File: src/rtl/bellman_ford.sv
// rtl/bellman_ford.sv - single-source shortest paths by sequential Bellman-Ford relaxation
// One (i,j) edge is examined every three cycles; passes stop early once a pass makes no update.
module bellman_ford #(
   parameter int NODES        = 4,
   parameter int WEIGHT_WIDTH = 15,
   parameter int PRED_WIDTH   = 1,
   parameter int VERT_WIDTH   = WEIGHT_WIDTH + PRED_WIDTH + 2
) (
   input  logic                           clk,
   input  logic                           bf_reset,
   input  logic                           bf_start,
   input  logic [PRED_WIDTH:0]            src,
   input  logic signed [WEIGHT_WIDTH:0]   adjmat [NODES][NODES],
   output logic [VERT_WIDTH:0]            vertmat [NODES],
   output logic                           bf_busy,
   output logic                           bf_done,
   output logic [PRED_WIDTH:0]            passes
);

   typedef enum logic [2:0] {
      IDLE,
      INIT,
      READ_SOURCE,
      READ_DESTINATION,
      RELAX,
      DONE
   } state_t;

   localparam logic signed [WEIGHT_WIDTH:0] INF     = {1'b0, {WEIGHT_WIDTH{1'b1}}};
   localparam logic signed [WEIGHT_WIDTH:0] NEG_MIN = {1'b1, {WEIGHT_WIDTH{1'b0}}};
   // Last vertex index, which is also the pass cap (NODES-1).
   localparam logic [PRED_WIDTH:0]          LAST    = (PRED_WIDTH + 1)'(NODES - 1);

   state_t                        state_q, state_d;
   logic [PRED_WIDTH:0]           src_q, src_d;
   logic [PRED_WIDTH:0]           i_q, i_d;
   logic [PRED_WIDTH:0]           j_q, j_d;
   logic signed [WEIGHT_WIDTH:0]  svw_q, svw_d;
   logic signed [WEIGHT_WIDTH:0]  e_q, e_d;
   logic signed [WEIGHT_WIDTH:0]  dvw_q, dvw_d;
   logic                          flag_q, flag_d;
   logic [PRED_WIDTH:0]           passes_q, passes_d;
   logic                          busy_q, busy_d;
   logic                          done_q, done_d;
   logic signed [WEIGHT_WIDTH:0]  dist_q [NODES];
   logic signed [WEIGHT_WIDTH:0]  dist_d [NODES];
   logic [PRED_WIDTH:0]           pred_q [NODES];
   logic [PRED_WIDTH:0]           pred_d [NODES];

   logic [WEIGHT_WIDTH+1:0]       sum_wide;
   logic signed [WEIGHT_WIDTH:0]  sum_sat;
   logic                          relax;
   logic                          flag_nx;
   logic [PRED_WIDTH:0]           pass_inc;

   // Overflow shows as disagreement between the two top bits of the widened sum.
   always_comb begin
      sum_wide = {svw_q[WEIGHT_WIDTH], svw_q} + {e_q[WEIGHT_WIDTH], e_q};
      if (sum_wide[WEIGHT_WIDTH+1] != sum_wide[WEIGHT_WIDTH]) begin
         sum_sat = sum_wide[WEIGHT_WIDTH+1] ? NEG_MIN : INF;
      end else begin
         sum_sat = sum_wide[WEIGHT_WIDTH:0];
      end
      relax    = (e_q != '0) && (i_q != j_q) && (svw_q != INF) && (sum_sat < dvw_q);
      flag_nx  = flag_q | relax;
      pass_inc = passes_q + 1'b1;
   end

   always_comb begin
      state_d  = state_q;
      src_d    = src_q;
      i_d      = i_q;
      j_d      = j_q;
      svw_d    = svw_q;
      e_d      = e_q;
      dvw_d    = dvw_q;
      flag_d   = flag_q;
      passes_d = passes_q;
      busy_d   = busy_q;
      done_d   = done_q;
      dist_d   = dist_q;
      pred_d   = pred_q;

      case (state_q)
         IDLE, DONE: begin
            if (bf_start) begin
               src_d    = src;
               passes_d = '0;
               flag_d   = 1'b0;
               done_d   = 1'b0;
               busy_d   = 1'b1;
               state_d  = INIT;
            end else if (state_q == DONE) begin
               done_d = 1'b1;
               busy_d = 1'b0;
            end
         end
         INIT: begin
            for (int k = 0; k < NODES; k++) begin
               dist_d[k] = INF;
               pred_d[k] = (PRED_WIDTH + 1)'(k);
            end
            dist_d[src_q] = '0;
            pred_d[src_q] = src_q;
            i_d     = '0;
            j_d     = '0;
            state_d = READ_SOURCE;
         end
         READ_SOURCE: begin
            svw_d   = dist_q[i_q];
            e_d     = adjmat[i_q][j_q];
            state_d = READ_DESTINATION;
         end
         READ_DESTINATION: begin
            dvw_d   = dist_q[j_q];
            state_d = RELAX;
         end
         RELAX: begin
            if (relax) begin
               dist_d[j_q] = sum_sat;
               pred_d[j_q] = i_q;
               flag_d      = 1'b1;
            end
            state_d = READ_SOURCE;
            if (j_q == LAST) begin
               j_d = '0;
               if (i_q == LAST) begin
                  i_d      = '0;
                  passes_d = pass_inc;
                  if (!flag_nx || pass_inc == LAST) begin
                     state_d = DONE;
                  end else begin
                     flag_d = 1'b0;
                  end
               end else begin
                  i_d = i_q + 1'b1;
               end
            end else begin
               j_d = j_q + 1'b1;
            end
         end
         default: state_d = IDLE;
      endcase
   end

   always_ff @(posedge clk or posedge bf_reset) begin
      if (bf_reset) begin
         state_q  <= IDLE;
         src_q    <= '0;
         i_q      <= '0;
         j_q      <= '0;
         svw_q    <= '0;
         e_q      <= '0;
         dvw_q    <= '0;
         flag_q   <= 1'b0;
         passes_q <= '0;
         busy_q   <= 1'b0;
         done_q   <= 1'b0;
         for (int k = 0; k < NODES; k++) begin
            dist_q[k] <= '0;
            pred_q[k] <= '0;
         end
      end else begin
         state_q  <= state_d;
         src_q    <= src_d;
         i_q      <= i_d;
         j_q      <= j_d;
         svw_q    <= svw_d;
         e_q      <= e_d;
         dvw_q    <= dvw_d;
         flag_q   <= flag_d;
         passes_q <= passes_d;
         busy_q   <= busy_d;
         done_q   <= done_d;
         for (int k = 0; k < NODES; k++) begin
            dist_q[k] <= dist_d[k];
            pred_q[k] <= pred_d[k];
         end
      end
   end

   always_comb begin
      for (int k = 0; k < NODES; k++) begin
         vertmat[k] = (VERT_WIDTH + 1)'({pred_q[k], dist_q[k]});
      end
   end

   assign bf_busy = busy_q;
   assign bf_done = done_q;
   assign passes  = passes_q;

endmodule

File: config.mk
export PLATFORM = sky130hd
export DESIGN_NAME = bellman_ford
export DESIGN_NICKNAME = d
export VERILOG_FILES = /design/src/rtl/bellman_ford.sv
export SDC_FILE = /design/constraint.sdc
export NUM_CORES = 1
export LEC_CHECK = 0
export CORE_ASPECT_RATIO = 0.75
export CORE_MARGIN = 2
export CORE_UTILIZATION = 42
export CTS_BUF_LIST = sky130_fd_sc_hd__clkbuf_8
export DETAILED_ROUTE_END_ITERATION = 6
export DONT_BUFFER_PORTS = 1
export PLACE_DENSITY = 0.64
export SYNTH_ARGS = -nofsm -noshare
export SYNTH_HDL_FRONTEND = slang
export SYNTH_SLANG_ARGS = --single-unit
export TNS_END_PERCENT = 10
File: constraint.sdc
create_clock -name clk -period 5.9 [get_ports clk]
set_clock_uncertainty 0.2 [all_clocks]
set_input_delay 1.18 -clock clk [delete_from_list [all_inputs] [get_ports clk]]
set_output_delay 1.18 -clock clk [all_outputs]
set_load 0.05 [all_outputs]
==> summary.md <==
| Metric | Value |
|---|---|
| Setup crit end kind | `flip-flop` |
| Via density | `6.85` |
| RSZ-0062 raised after global routing | `false` |
| Commonest non-fill, non-tap cell in the layout | `dfrtp_1` |
| Headroom to the max-slew limit | `0.210` |
| Total gr overflow | `0` |
| Ys async rst share | `1.00` |
| Port bufs | `0` |
| Synth-to-layout area growth | `10.9%` |
| Total negative slack | `0 ns` |
| Total track usage | `0.283` |
| Main synth FF type | `dfrtp_1` |
| CTS buffer count | `17` |
| I/O pin count | `around 340` |
| Vias in the first global route | `around 8000` |
| First-pass GRT wire length | `52.8 mm` |
| DIE AREA | `roughly 0.025 mm2` |
| FF+latch count, synth | `~130` |
| Worst min path class | `flip-flop to flip-flop` |
| CTS Buffer Depth | `2` |
| Synth area leader | `dfrtp_1` |
| Drt total wl | `approximately 36 mm` |
| Highest Clock Rate | `178 MHz` |
| Syn. warnings | `0` |
| Residual DRC | `0` |
| CTS clk-pin slew, worst paths | `around 0.090 ns` |
| Largest cells by area after synthesis | `dfrtp_1 (33%), mux4_2 (25%), mux2_2 (5.3%), ha_1 (4.8%), o21ai_0 (3.2%)` |
| DR iter-0 viols | `around 920` |
| Worst slew pin tran | `between 1 and 1.5 ns` |
| Die Wd | `183 um` |
| Max-Cap Viols | `0` |
| Pins Over Slew Limit | `0` |
| Initial core utilization | `0.425` |
| Routed len/inst | `approximately 29 um` |
| Die Ht | `between 100 and 150 um` |
| Finish-stage setup viols | `0` |
| Post-synthesis instance area | `0.0101 mm2` |
| Placer Congestion | `about 0.92` |
| Unique masters post-synth | `74` |
| Sink Count | `around 130` |
| Initial antenna violation count | `25` |
| Final Cycle Share | `0.953` |
| Initial DRT Pass Iterations | `5` |
| Critical path startpoint category | `flip-flop` |
| Antenna viol nets, final | `0` |
| Number of nets in the layout | `between 1000 and 1500` |
| Data arrival, critical path | `about 5.8 ns` |
| HPWL after DPL | `around 28 mm` |
| Status | `finished, final reports clean` |
| Crit Path Class | `flip-flop to flip-flop` |
| Number of synthesized flops with an enable pin | `0` |
| Share of cells above drive strength 1 | `0.337` |
| Rows | `between 40 and 50` |
| Share of the synthesized area in the top cell type | `0.332` |
| Final Hold Fails | `0` |
| Worst-path fanout max | `8` |
| Clk root buf | `clkbuf_8` |
| Post-Synthesis Cells | `878` |
| Pin count of the biggest net entering global routing | `84` |
| Most frequent cells in the layout | `dfrtp_1 (131), mux4_2 (112), nor2_1 (78)` |
| Min cycle time layout | `around 5.6 ns` |
| H-tree depth | `4` |
| Post-synthesis sequential area ratio | `0.332` |
| Avg Cell Area, Syn | `approximately 12 um2` |
| Worst EP required | `~6.1 ns` |
| Core Area | `around 0.024 mm2` |
| Clk Latency, worst-skew pair | `0.47 ns` |
| DR vias | `8331` |
| TritonCTS clock tree | `done` |
registers in the layout, summed over array words and instances, names as in the netlist:
name     cells
dvw_q       16
vertmat     72
flag_q       1
state_q      3
bf_done      1
bf_busy      1
j_q          2
e_q         16
svw_q       16
i_q          2
passes       2
src_q        2
cell type report:
cell class	count	area, um2
fill	2160	12600
multi-input combinational	642	6380
sequential	134	3360
timing repair buffer	52	440
tap	306	383
clock buffer	17	234
clock inverter	15	226
inverter	41	159
antenna	9	22.5
critical path, stage by stage (launching register included):
cell and delay [ns]:
dfrtp_1 0.39, ha_1 0.23, inv_1 0.07, fa_1 0.41, nand2b_1 0.19, a21oi_1 0.35, o221a_1 0.33, a21oi_1 0.11
ha_1 0.40, nand2b_4 0.13, buf_4 0.17, o21ai_0 0.11, buf_4 0.17, ha_1 0.29, nand2_1 0.07, o21ai_0 0.22
buf_4 0.18, nand2_1 0.07, and2_2 0.23, o41a_1 0.41, nand2_2 0.20, buf_4 0.20, nor2_1 0.05, a221oi_1 0.32
cells by family after synthesis:
group,after synthesis,synth area share
other,1,0.000371
xor gates and xnor gates,13,0.0113
AOI/OAI and AO/OA,227,0.168
buffers and inverters,105,0.0443
DFF,134,0.332
and+or+nand+nor,196,0.0890
muxes,161,0.304
adders and majority gates,41,0.0513
routing by layer:
layer / wire [um] / part of all wire / global-route usage / vias to the layer above
met4: 952 / 0.027 / 0.0800 / 28
met2: 14700 / 0.41 / 0.372 / 544
li1: - / - / - / 3492
met1: 15500 / 0.43 / 0.419 / 4191
met5: 177 / 0.0049 / 0 / -
met3: 4560 / 0.13 / 0.126 / 76
per-stage QoR:
step	std cells	util	instance area, um2	hold slack (ns)	worst slack, ns
after floorplan	881	-	10100	0.257	0.602
after global placement	1173	0.448	10700	0.289	0.231
after detailed placement	1173	0.448	10700	0.295	0.000379
after CTS	1205	0.467	11100	0.313	0.0389
after global routing	1212	0.471	11200	0.323	0.0167
final	1216	0.471	11200	0.313	0.277
cells in the mapped netlist (all sizes together), types with 8 or more instances:
library cell	number
dfrtp	134
mux4	112
nor2	78
o21ai	70
nand2	54
mux2	48
inv	41
ha	39
clkbuf	35
a21oi	34
a221oi	29
buf	29
nor3	16
o221a	11
nand3	10
xor2	10
o31ai	8
worst paths after layout:
path | start | to | slack [ns] | depth (start not counted)
worst max-delay path | svw_q[0] | vertmat[47] | 0.28 | 23
max in group asynchronous | bf_reset | svw_q[7] | 3.80 | 2
worst min register to register | dvw_q[5] | dvw_q[5] | 0.31 | 1
worst min-delay path | dvw_q[5] | dvw_q[5] | 0.31 | 1
min in group asynchronous | bf_reset | vertmat[74] | 0.49 | 1
worst max register to register | svw_q[0] | vertmat[47] | 0.28 | 23
repair_timing:
action | in CTS | in global routing
endpoints found under the hold margin | 0 | 0
hold buffers | 0 | 0
setup buffers | 0 | 2
setup endpoints to repair | 7 | 76
gates resized for setup | 1 | 17
Power is left out: the tool's default activity adds up to more than one toggle a clock period on the data nets, which glitch-free logic cannot reach.
